## src/rtl/multi_mode_timekeeper.sv

```systemverilog
// multi_mode_timekeeper
// Stopwatch, time-of-day clock and (optionally) countdown timer driven by one
// shared sub-second tick. All engines run continuously; i_mode only picks
// which engine receives the buttons and which one is shown on the outputs.
// Optional feature macro: COUNTDOWN_EN (defined -> countdown engine present;
// undefined -> mode 2'b10 behaves as stopwatch and o_expired is tied low).

`timescale 1ns/1ps

module multi_mode_timekeeper #(
    parameter int CLK_HZ   = 100_000_000,
    parameter int TICK_HZ  = 100,
    parameter int HOUR_MOD = 24
) (
    input  logic       clk,
    input  logic       rst,
    input  logic [1:0] i_mode,
    input  logic       i_btn_run,
    input  logic       i_btn_clear,
    input  logic       i_btn_sec,
    input  logic       i_btn_min,
    input  logic       i_btn_hour,
    output logic [6:0] o_msec,
    output logic [5:0] o_sec,
    output logic [5:0] o_min,
    output logic [4:0] o_hour,
    output logic       o_running,
    output logic       o_expired
);

    localparam int DIV   = CLK_HZ / TICK_HZ;
    localparam int DIV_W = (DIV > 1) ? $clog2(DIV) : 1;

    localparam logic [DIV_W-1:0] DIV_LAST = DIV_W'(DIV - 1);
    localparam logic [6:0]       MS_LAST  = 7'(TICK_HZ - 1);
    localparam logic [5:0]       SM_LAST  = 6'd59;
    localparam logic [4:0]       HR_LAST  = 5'(HOUR_MOD - 1);

    typedef struct packed {
        logic [4:0] hour;
        logic [5:0] min;
        logic [5:0] sec;
        logic [6:0] msec;
    } time_t;

    typedef enum logic [1:0] {
        ENG_SW  = 2'd0,
        ENG_CLK = 2'd1,
        ENG_CD  = 2'd2
    } eng_e;

    // Single-field increments used by the adjust buttons (no carry out).
    function automatic logic [5:0] f_wrap60(input logic [5:0] v);
        return (v == SM_LAST) ? 6'd0 : v + 6'd1;
    endfunction

    function automatic logic [4:0] f_wrap_hr(input logic [4:0] v);
        return (v == HR_LAST) ? 5'd0 : v + 5'd1;
    endfunction

    // Full up-count with carry through every field.
    function automatic time_t f_inc(input time_t t);
        time_t r;
        r = t;
        if (t.msec != MS_LAST) begin
            r.msec = t.msec + 7'd1;
        end else begin
            r.msec = 7'd0;
            r.sec  = f_wrap60(t.sec);
            if (t.sec == SM_LAST) begin
                r.min = f_wrap60(t.min);
                if (t.min == SM_LAST) begin
                    r.hour = f_wrap_hr(t.hour);
                end
            end
        end
        return r;
    endfunction

`ifdef COUNTDOWN_EN
    // Full down-count with borrow; never called on an all-zero value because
    // the countdown stops itself on reaching zero.
    function automatic time_t f_dec(input time_t t);
        time_t r;
        r = t;
        if (t.msec != 7'd0) begin
            r.msec = t.msec - 7'd1;
        end else begin
            r.msec = MS_LAST;
            if (t.sec != 6'd0) begin
                r.sec = t.sec - 6'd1;
            end else begin
                r.sec = SM_LAST;
                if (t.min != 6'd0) begin
                    r.min = t.min - 6'd1;
                end else begin
                    r.min  = SM_LAST;
                    r.hour = t.hour - 5'd1;
                end
            end
        end
        return r;
    endfunction
`endif

    logic [DIV_W-1:0] r_div;
    logic             w_tick;
    eng_e             w_sel;

    time_t r_sw;
    logic  r_sw_run;
    time_t r_clk;
    time_t w_clk_next;
    time_t w_disp;

    // Tick divider: free-running, one-cycle strobe on the last count.
    assign w_tick = (r_div == DIV_LAST);

    always_ff @(posedge clk) begin
        if (rst) begin
            r_div <= '0;
        end else if (w_tick) begin
            r_div <= '0;
        end else begin
            r_div <= r_div + DIV_W'(1);
        end
    end

    // Decode which engine owns the buttons and the display.
    always_comb begin
        w_sel = ENG_CLK;
        case (i_mode)
            2'b00: w_sel = ENG_SW;
`ifdef COUNTDOWN_EN
            2'b10: w_sel = ENG_CD;
`else
            2'b10: w_sel = ENG_SW;
`endif
            default: w_sel = ENG_CLK;
        endcase
    end

    // Stopwatch: counts while running; clear beats run and beats the tick.
    always_ff @(posedge clk) begin
        if (rst) begin
            r_sw     <= '0;
            r_sw_run <= 1'b0;
        end else if (w_sel == ENG_SW && i_btn_clear) begin
            r_sw     <= '0;
            r_sw_run <= 1'b0;
        end else begin
            if (w_tick && r_sw_run) begin
                r_sw <= f_inc(r_sw);
            end
            if (w_sel == ENG_SW && i_btn_run) begin
                r_sw_run <= ~r_sw_run;
            end
        end
    end

    // Clock next value: tick applied first, then field adjusts on the result.
    // NOTE: blocking assignments here build the value step by step within one
    // cycle; the register itself is only ever written with <= below.
    always_comb begin
        w_clk_next = r_clk;
        if (w_tick) begin
            w_clk_next = f_inc(r_clk);
        end
        if (w_sel == ENG_CLK) begin
            if (i_btn_hour) begin
                w_clk_next.hour = f_wrap_hr(w_clk_next.hour);
            end
            if (i_btn_min) begin
                w_clk_next.min = f_wrap60(w_clk_next.min);
            end
            if (i_btn_sec) begin
                w_clk_next.sec  = f_wrap60(w_clk_next.sec);
                w_clk_next.msec = 7'd0;
            end
        end
    end

    // Clock register.
    always_ff @(posedge clk) begin
        if (rst) begin
            r_clk <= '0;
        end else begin
            r_clk <= w_clk_next;
        end
    end

`ifdef COUNTDOWN_EN
    time_t r_cd;
    logic  r_cd_run;
    logic  r_cd_exp;
    time_t w_cd_next;
    logic  w_cd_run_next;
    logic  w_cd_exp_next;

    // Countdown next state: tick/expiry first, then buttons on the result.
    always_comb begin
        w_cd_next     = r_cd;
        w_cd_run_next = r_cd_run;
        w_cd_exp_next = r_cd_exp;
        if (w_tick && r_cd_run) begin
            w_cd_next = f_dec(r_cd);
            if (w_cd_next == '0) begin
                w_cd_run_next = 1'b0;
                w_cd_exp_next = 1'b1;
            end
        end
        if (w_sel == ENG_CD) begin
            if (i_btn_clear) begin
                w_cd_next     = '0;
                w_cd_run_next = 1'b0;
                w_cd_exp_next = 1'b0;
            end else if (i_btn_run) begin
                w_cd_exp_next = 1'b0;
                if (w_cd_run_next) begin
                    w_cd_run_next = 1'b0;
                end else if (w_cd_next != '0) begin
                    w_cd_run_next = 1'b1;
                end
            end else if (!w_cd_run_next) begin
                // Stopped: the value itself is the preset being edited.
                if (i_btn_hour) begin
                    w_cd_next.hour = f_wrap_hr(w_cd_next.hour);
                end
                if (i_btn_min) begin
                    w_cd_next.min = f_wrap60(w_cd_next.min);
                end
                if (i_btn_sec) begin
                    w_cd_next.sec = f_wrap60(w_cd_next.sec);
                end
            end
        end
    end

    // Countdown registers.
    always_ff @(posedge clk) begin
        if (rst) begin
            r_cd     <= '0;
            r_cd_run <= 1'b0;
            r_cd_exp <= 1'b0;
        end else begin
            r_cd     <= w_cd_next;
            r_cd_run <= w_cd_run_next;
            r_cd_exp <= w_cd_exp_next;
        end
    end

    assign o_expired = r_cd_exp;
`else
    assign o_expired = 1'b0;
`endif

    // Display mux: selected engine's time and run flag.
    always_comb begin
        w_disp    = r_clk;
        o_running = 1'b1;
        case (w_sel)
            ENG_SW: begin
                w_disp    = r_sw;
                o_running = r_sw_run;
            end
`ifdef COUNTDOWN_EN
            ENG_CD: begin
                w_disp    = r_cd;
                o_running = r_cd_run;
            end
`endif
            default: begin
                w_disp    = r_clk;
                o_running = 1'b1;
            end
        endcase
    end

    assign o_hour = w_disp.hour;
    assign o_min  = w_disp.min;
    assign o_sec  = w_disp.sec;
    assign o_msec = w_disp.msec;

endmodule

```

## config.mk

```make
export PLATFORM = sky130hd
export DESIGN_NAME = multi_mode_timekeeper
export DESIGN_NICKNAME = d
export VERILOG_FILES = /design/src/rtl/multi_mode_timekeeper.sv
export SDC_FILE = /design/constraint.sdc
export NUM_CORES = 1
export LEC_CHECK = 0
export ABC_AREA = 1
export BUFFER_PORTS_ARGS = -buffer_cell sky130_fd_sc_hd__buf_2
export CELL_PAD_IN_SITES_DETAIL_PLACEMENT = 1
export CELL_PAD_IN_SITES_GLOBAL_PLACEMENT = 2
export CORE_MARGIN = 3
export CORE_UTILIZATION = 36
export CTS_CLUSTER_SIZE = 14
export DETAILED_ROUTE_END_ITERATION = 10
export PLACE_DENSITY = 0.9
export SYNTH_ARGS = -nofsm -noshare
export SYNTH_HDL_FRONTEND = slang
export SYNTH_SLANG_ARGS = --single-unit
export TNS_END_PERCENT = 50
```

## constraint.sdc

```tcl
create_clock -name clk -period 4 [get_ports clk]
set_input_delay 1 -clock clk [delete_from_list [all_inputs] [get_ports clk]]
set_output_delay 1 -clock clk [all_outputs]
set_load 0.05 [all_outputs]
```

==> results.py, run 1 <==
metrics = {
    "worst_setup_path": {
        "cp-start-kind": "input pin",
        "r2r_start": "r_clk[7]",
        "critPathMaxFanout": 25,
        "r2r_setup_slack_ns": 1.12,
        "worst_r2r_path_depth": 13,
        "worstPathArrival_ns": 2.35,
        "crit_path_end_kind": "output port",
        "worst_r2r_endpoint": "r_clk[23]",
        "cp.required_ns": 3.00,
        "crit_type": "in2out",
    },
    "logic_synthesis": {
        "synthSimpleGateAreaFrac": 0.417,
        "yosys-top-cells-count": "175 x nand2_1, 95 x inv_1, 87 x nor2_1, 69 x dfxtp_1, 53 x o21ai_0",
        "synth-xor-area-share": 0.0390,
        "synth_seq_cells": 69,
        "synth-adder-area-share": 0.0334,
        "ys_dominant_reg_cell": "dfxtp_1",
        "seq_area_frac_synth": 0.307,
        "yosysWarnings": 0,
        "yosysTopAreaCell": "dfxtp_1",
        "synth_top_area_share": 0.307,
        "synthArstFlopShare": 0,
        "synth.area.mux_share": 0,
        "syn_avg_cell_area_um2": 6.39,
        "yosysMostFrequentCell": "nand2_1",
        "synthTopCellsByArea": "dfxtp_1 31%, nand2_1 15%, inv_1 7.9%, nor2_1 7.3%, o21ai_0 5.9%",
        "synthesis.nets": 724,
        "synth_area_um2": 4490,
        "synth_compound_area_frac": 0.104,
        "synth_cells": 703,
        "synth_top_family_by_area": "simple AND/OR/NAND/NOR gates",
        "synth_cell_types": 39,
        "synth-edff-count": 0,
    },
    "clock_network": {
        "root_buffer": "clkbuf_16",
        "cts.sinks": 69,
        "clock_latency_ns": 0.34,
        "holdBufCountCts": 0,
        "post_cts_buffers": 0,
        "numCtsBuffers": 9,
        "post_cts_resized": 0,
        "cts_max_level": 3,
        "tritoncts": "yes",
        "clk_pin_slew_ns": 0.05,
        "cts.path.max_buffers": 2,
    },
    "hold_path": {
        "hold_end": "r_div[0]",
        "holdPathStages": 1,
        "hold_path.class": "reg2reg",
        "hold_path.startpoint": "r_div[0]",
    },
    "timing": {
        "finalCriticalPeriod_ns": 3.35,
        "hold_viol": 0,
        "worst_pin_slew_ns": 0.790,
        "slew-limit-headroom": 0.473,
        "final.setup.tns_ns": 0,
        "setup_viol": 0,
        "fin_worst_skew_ns": 0.00971,
        "whs_ns": 0.463,
        "fmax_mhz": 299,
        "slew_viol_final": 0,
        "rsz0062_at_grt": "no",
        "period_share": 0.838,
    },
    "drt": {
        "routed_via_density": 4.97,
        "drc": 0,
        "wl_per_cell_um": 14.4,
        "antenna_left": 0,
        "drtPass1Iterations": 4,
        "drt_iter0_drc": 145,
        "wl_mm": 13.1,
        "via_count": 4517,
    },
    "global_routing": {
        "grt_pass1_vias": 4697,
        "grt_pass1_wl_mm": 22.3,
        "grt_max_degree": 26,
        "grt_overflow": 0,
        "track_usage": 0.194,
        "antenna_found_initial": 0,
    },
    "power_and_ir_drop": {
        "peakVddDrop_mv": 0.206,
        "power_density_nw_per_um2": 340,
        "power.leakage_nw": 2.21,
    },
    "floorplan": {
        "die_w_um": 118,
        "dieArea_um2": 13900,
        "die_y_um": 118,
        "start_util": 0.371,
        "io_pins": 35,
        "std_cell_rows": 40,
        "core_um2": 12100,
    },
    "final_layout": {
        "seqCellArea_um2": 1380,
        "fillers": 1639,
        "diodes": 0,
        "area_growth_pct": 15.2,
        "nets": 757,
        "post_route_cells_drive_above_1_share": 0.131,
        "multiInputGateArea_um2": 2670,
    },
    "placement": {
        "gp_congestion": 0.841,
        "dp_hpwl_mm": 10.2,
        "port_buffers": 32,
    },
    "job": {
        "max_cap_violations": 0,
    },
    "status": {
        "outcome": "finished, final reports clean",
    },
}
-- cell type report --
class | count | area share
clock buffers | 13 | 0.0522
repair buffers | 34 | 0.0338
clock inverters | 3 | 0.0174
inverters | 101 | 0.0733
flip-flops and latches | 69 | 0.267
multi-input cells | 521 | 0.516
well taps | 168 | 0.0406
-- registers in the layout, indices dropped and copies added (netlist names) --
| name | count |
|---|---|
| r_sw | 24 |
| r_clk | 24 |
| r_sw_run | 1 |
| r_div | 20 |
-- worst max path at each step --
stage | start | cells after the start | end | slack (ns)
floorplan | i_mode[0] | 4 | o_min[1] | 0.42
global placement | i_mode[0] | 4 | o_min[1] | 0.68
detailed placement | i_mode[0] | 4 | o_min[1] | 0.63
CTS | i_mode[0] | 4 | o_min[1] | 0.63
global route | i_mode[0] | 4 | o_min[1] | 0.54
finish | i_mode[0] | 4 | o_min[1] | 0.65
-- per-layer routing --
layer | wire length [um] | vias to the layer above | GRT usage | share of wire
li1 | - | 2310 | - | -
met1 | 6260 | 2147 | 0.245 | 0.48
met2 | 6290 | 46 | 0.336 | 0.48
met3 | 335 | 14 | 0.0365 | 0.026
met4 | 187 | 0 | 0.0593 | 0.014
met5 | 0 | - | 0 | 0
-- placed cells by master (no fill, tap or decap), drive strengths merged, types with 13 or more instances in the layout --
cell type  netlist  layout
clkbuf           6      13
inv             99      99
a21oi           26      26
nand2          188     188
nand4           16      16
dfxtp           69      69
nor2           108     108
o21ai           57      57
nand3           53      53
nor3            19      19
buf              6      34
xor2            15      15
-- kinds of logic after synthesis --
group / after synthesis
DFF: 69
buffers and inverters: 113
xor gates and xnor gates: 20
adders and majority gates: 12
other: 1
AOI/OAI and AO/OA: 88
and+or+nand+nor: 400
-- worst max-delay path, stage by stage --
cell and delay (ns):
buf_2 0.36, inv_1 0.28, o21ai_0 0.37, buf_2 0.33
-- where the power goes --
part           internal [mW]  switching, mW  leakage [nW]
clock network          0.661          0.307         0.176
registers              0.695        0.00778         0.557
logic                 0.0228         0.0650          1.48
-- metrics by stage --
step | std cells | worst slack, ns | power [mW] | utilization | cell area [um^2]
floorplan | 703 | 0.421 | 0.778 | - | 4490
global placement | 893 | 0.685 | 0.801 | 0.398 | 4810
detailed placement | 893 | 0.630 | 0.805 | 0.398 | 4810
CTS | 909 | 0.631 | 1.78 | 0.427 | 5170
global route | 909 | 0.536 | 1.82 | 0.427 | 5170
finish | 909 | 0.650 | 1.76 | 0.427 | 5170
Note: power is estimated with default switching activity, not from simulation.
==> run 2, diff against run 1 <==
--- a/config.mk
+++ b/config.mk
@@ -5,15 +5,15 @@
 export SDC_FILE = /design/constraint.sdc
 export NUM_CORES = 1
 export LEC_CHECK = 0
-export ABC_AREA = 1
+export ABC_AREA = 0
 export BUFFER_PORTS_ARGS = -buffer_cell sky130_fd_sc_hd__buf_2
 export CELL_PAD_IN_SITES_DETAIL_PLACEMENT = 1
 export CELL_PAD_IN_SITES_GLOBAL_PLACEMENT = 2
 export CORE_MARGIN = 3
-export CORE_UTILIZATION = 36
+export CORE_UTILIZATION = 33
 export CTS_CLUSTER_SIZE = 14
 export DETAILED_ROUTE_END_ITERATION = 10
-export PLACE_DENSITY = 0.9
+export PLACE_DENSITY = 0.8
 export SYNTH_ARGS = -nofsm -noshare
 export SYNTH_HDL_FRONTEND = slang
 export SYNTH_SLANG_ARGS = --single-unit
==> constraint.sdc (replaced) <==
create_clock -name clk -period 2.9 [get_ports clk]
set_input_delay 0.725 -clock clk [delete_from_list [all_inputs] [get_ports clk]]
set_output_delay 0.725 -clock clk [all_outputs]
set_load 0.05 [all_outputs]
==> results.py, run 2 <==
metrics = {
    "status": {
        "outcome": "finished, final reports clean",
    },
    "logic_synthesis": {
        "yosysWarnings": 0,
        "yosys-top-cells-count": "69 x dfxtp_1, 61 x nor2_1, 37 x nand2_1, 27 x mux2_2, 26 x xor2_1",
        "synth-edff-count": 0,
        "synth_cells": 473,
        "ys_dominant_reg_cell": "dfxtp_1",
        "synth_top_area_share": 0.338,
        "synth_seq_cells": 69,
        "synth_area_um2": 4080,
        "yosysMostFrequentCell": "dfxtp_1",
        "synthesis.nets": 494,
        "seq_area_frac_synth": 0.338,
        "synthTopCellsByArea": "dfxtp_1 34%, mux2_2 7.4%, nor2_1 5.6%, xor2_1 5.6%, xnor2_1 3.9%",
        "syn_avg_cell_area_um2": 8.63,
        "synth_cell_types": 66,
        "synthArstFlopShare": 0,
        "yosysTopAreaCell": "dfxtp_1",
    },
    "timing": {
        "finalCriticalPeriod_ns": 2.70,
        "period_share": 0.933,
        "rsz0062_at_grt": "no",
        "fin_worst_skew_ns": 0.00839,
        "final.setup.tns_ns": 0,
        "setup_viol": 0,
        "whs_ns": 0.454,
        "worst_pin_slew_ns": 0.572,
        "slew_viol_final": 0,
        "slew-limit-headroom": 0.608,
        "hold_viol": 0,
        "fmax_mhz": 370,
        "finalWorstSetupSlack_ns": 0.195,
    },
    "global_routing": {
        "antenna_found_initial": 0,
        "grt_pass1_wl_mm": 18.6,
        "grt_pass1_vias": 3805,
        "grt_max_degree": 20,
        "track_usage": 0.172,
        "grt_overflow": 0,
    },
    "final_layout": {
        "nets": 546,
        "fin_area_um2": 4940,
        "fillers": 1392,
        "final_common_cell": "dfxtp_1",
        "post_route_cells_drive_above_1_share": 0.243,
        "final_cell_mix": "69 x dfxtp_1, 61 x nor2_1, 37 x nand2_1",
        "top_regs": "r_clk (24), r_sw (24), r_div (20)",
        "area_growth_pct": 20.9,
        "diodes": 0,
    },
    "floorplan": {
        "die_w_um": 117,
        "dieArea_um2": 13700,
        "die_y_um": 117,
        "io_pins": 35,
        "std_cell_rows": 39,
        "start_util": 0.347,
        "core_um2": 11800,
    },
    "drt": {
        "drtPass1Iterations": 4,
        "wl_mm": 11.1,
        "drt_iter0_drc": 138,
        "drc": 0,
        "antenna_left": 0,
        "routed_via_density": 5.24,
        "via_count": 3634,
        "wl_per_cell_um": 15.9,
    },
    "worst_setup_path": {
        "cp-start-kind": "register",
        "crit_type": "reg2reg",
        "crit_path_end_kind": "register",
        "worstPathArrival_ns": 2.96,
        "cp.required_ns": 3.15,
        "critPathMaxFanout": 5,
    },
    "job": {
        "max_cap_violations": 0,
    },
    "clock_network": {
        "cts.path.max_buffers": 2,
        "clk_pin_slew_ns": 0.06,
        "clock_latency_ns": 0.34,
        "root_buffer": "clkbuf_16",
        "numCtsBuffers": 9,
        "cts_max_level": 3,
        "tritoncts": "yes",
        "holdBufCountCts": 0,
        "cts.sinks": 69,
    },
    "power_and_ir_drop": {
        "peakVddDrop_mv": 0.226,
        "power_density_nw_per_um2": 456,
        "power.leakage_nw": 1.93,
    },
    "hold_path": {
        "hold_path.class": "reg2reg",
    },
    "placement": {
        "dp_hpwl_mm": 8.44,
        "port_buffers": 32,
        "gp_congestion": 0.806,
        "dp_worst_setup_slack_ns": 0.101,
        "placed_area_um2": 4560,
    },
}
run 2: cell types whose count changed after synthesis, sizes merged, moves of 8 or more:
| cell | before | now |
|---|---|---|
| and3 | 1 | 10 |
| xnor2 | 5 | 19 |
| o21ai | 57 | 18 |
| nand2 | 188 | 37 |
| nor2 | 108 | 61 |
| nand3 | 53 | 23 |
| xor2 | 15 | 26 |
| mux2 | 0 | 27 |
| inv | 99 | 11 |
| nor2b | 0 | 8 |
| or3 | 1 | 9 |
| mux2i | 0 | 10 |
run 2: final timing paths:
path	start	to	slack (ns)	depth (start not counted)
setup / recovery	r_clk[0]	r_clk[14]	0.20	11
hold / removal	r_div[0]	r_div[0]	0.45	1
setup reg to reg	r_clk[0]	r_clk[14]	0.20	11
hold reg to reg	r_div[0]	r_div[0]	0.45	1
run 2: critical path: stages (launching register included):
cell and delay, ns:
dfxtp_1 0.34, ha_1 0.20, nor4bb_4 0.28, buf_4 0.15, nand4_1 0.20, nor3_4 0.23
mux2i_2 0.29, inv_1 0.07, ha_1 0.21, and3_1 0.18, a41o_1 0.25, a211oi_2 0.23
run 2: final cells by class:
cell class                 instances  area, um^2  share of cell area
clock buffer                       9         225              0.0456
clock inverter                     7        75.1              0.0152
inverter                          11        41.3             0.00837
multi-input combinational        377        2650               0.536
sequential                        69        1380               0.280
tap                              164         205              0.0416
timing repair buffer              57         360              0.0730
run 2: repair_timing:
action                                  in CTS  in global routing
endpoints found under the setup margin       0                 14
endpoints found under the hold margin        0                  0
resized for setup                            0                 13
buffers inserted                             0                  2
run 2: per-stage QoR:
stage	power, mW	cells	util
6_report	2.25	694	0.420
3_5_place_dp	1.16	676	0.388
2_1_floorplan	1.10	473	-
3_3_place_gp	1.15	676	0.388
5_1_grt	2.33	694	0.420
4_1_cts	2.28	692	0.413
run 2: logic make-up after synthesis:
family,count (synthesis),share of synthesized area
AND/OR/NAND/NOR,218,0.295
flip-flops,69,0.338
AO/OA/AOI/OAI,64,0.104
XOR/XNOR,45,0.0984
multiplexers,37,0.0990
buffers and inverters,27,0.0276
adder cells (fa/ha/maj),12,0.0368
other,1,0.000919
run 2: power breakdown:
| part | switching (mW) | internal, mW |
|---|---|---|
| clock network | 0.444 | 0.668 |
| registers | 0.0183 | 0.961 |
| logic | 0.102 | 0.0594 |
| total | 0.563 | 1.69 |
run 2: metal layers:
metal	track usage	routed length [um]	up-vias
met5	0	0	-
met4	0.0665	200	0
met3	0.0298	213	13
met2	0.276	5180	30
met1	0.231	5470	1793
li1	-	-	1798
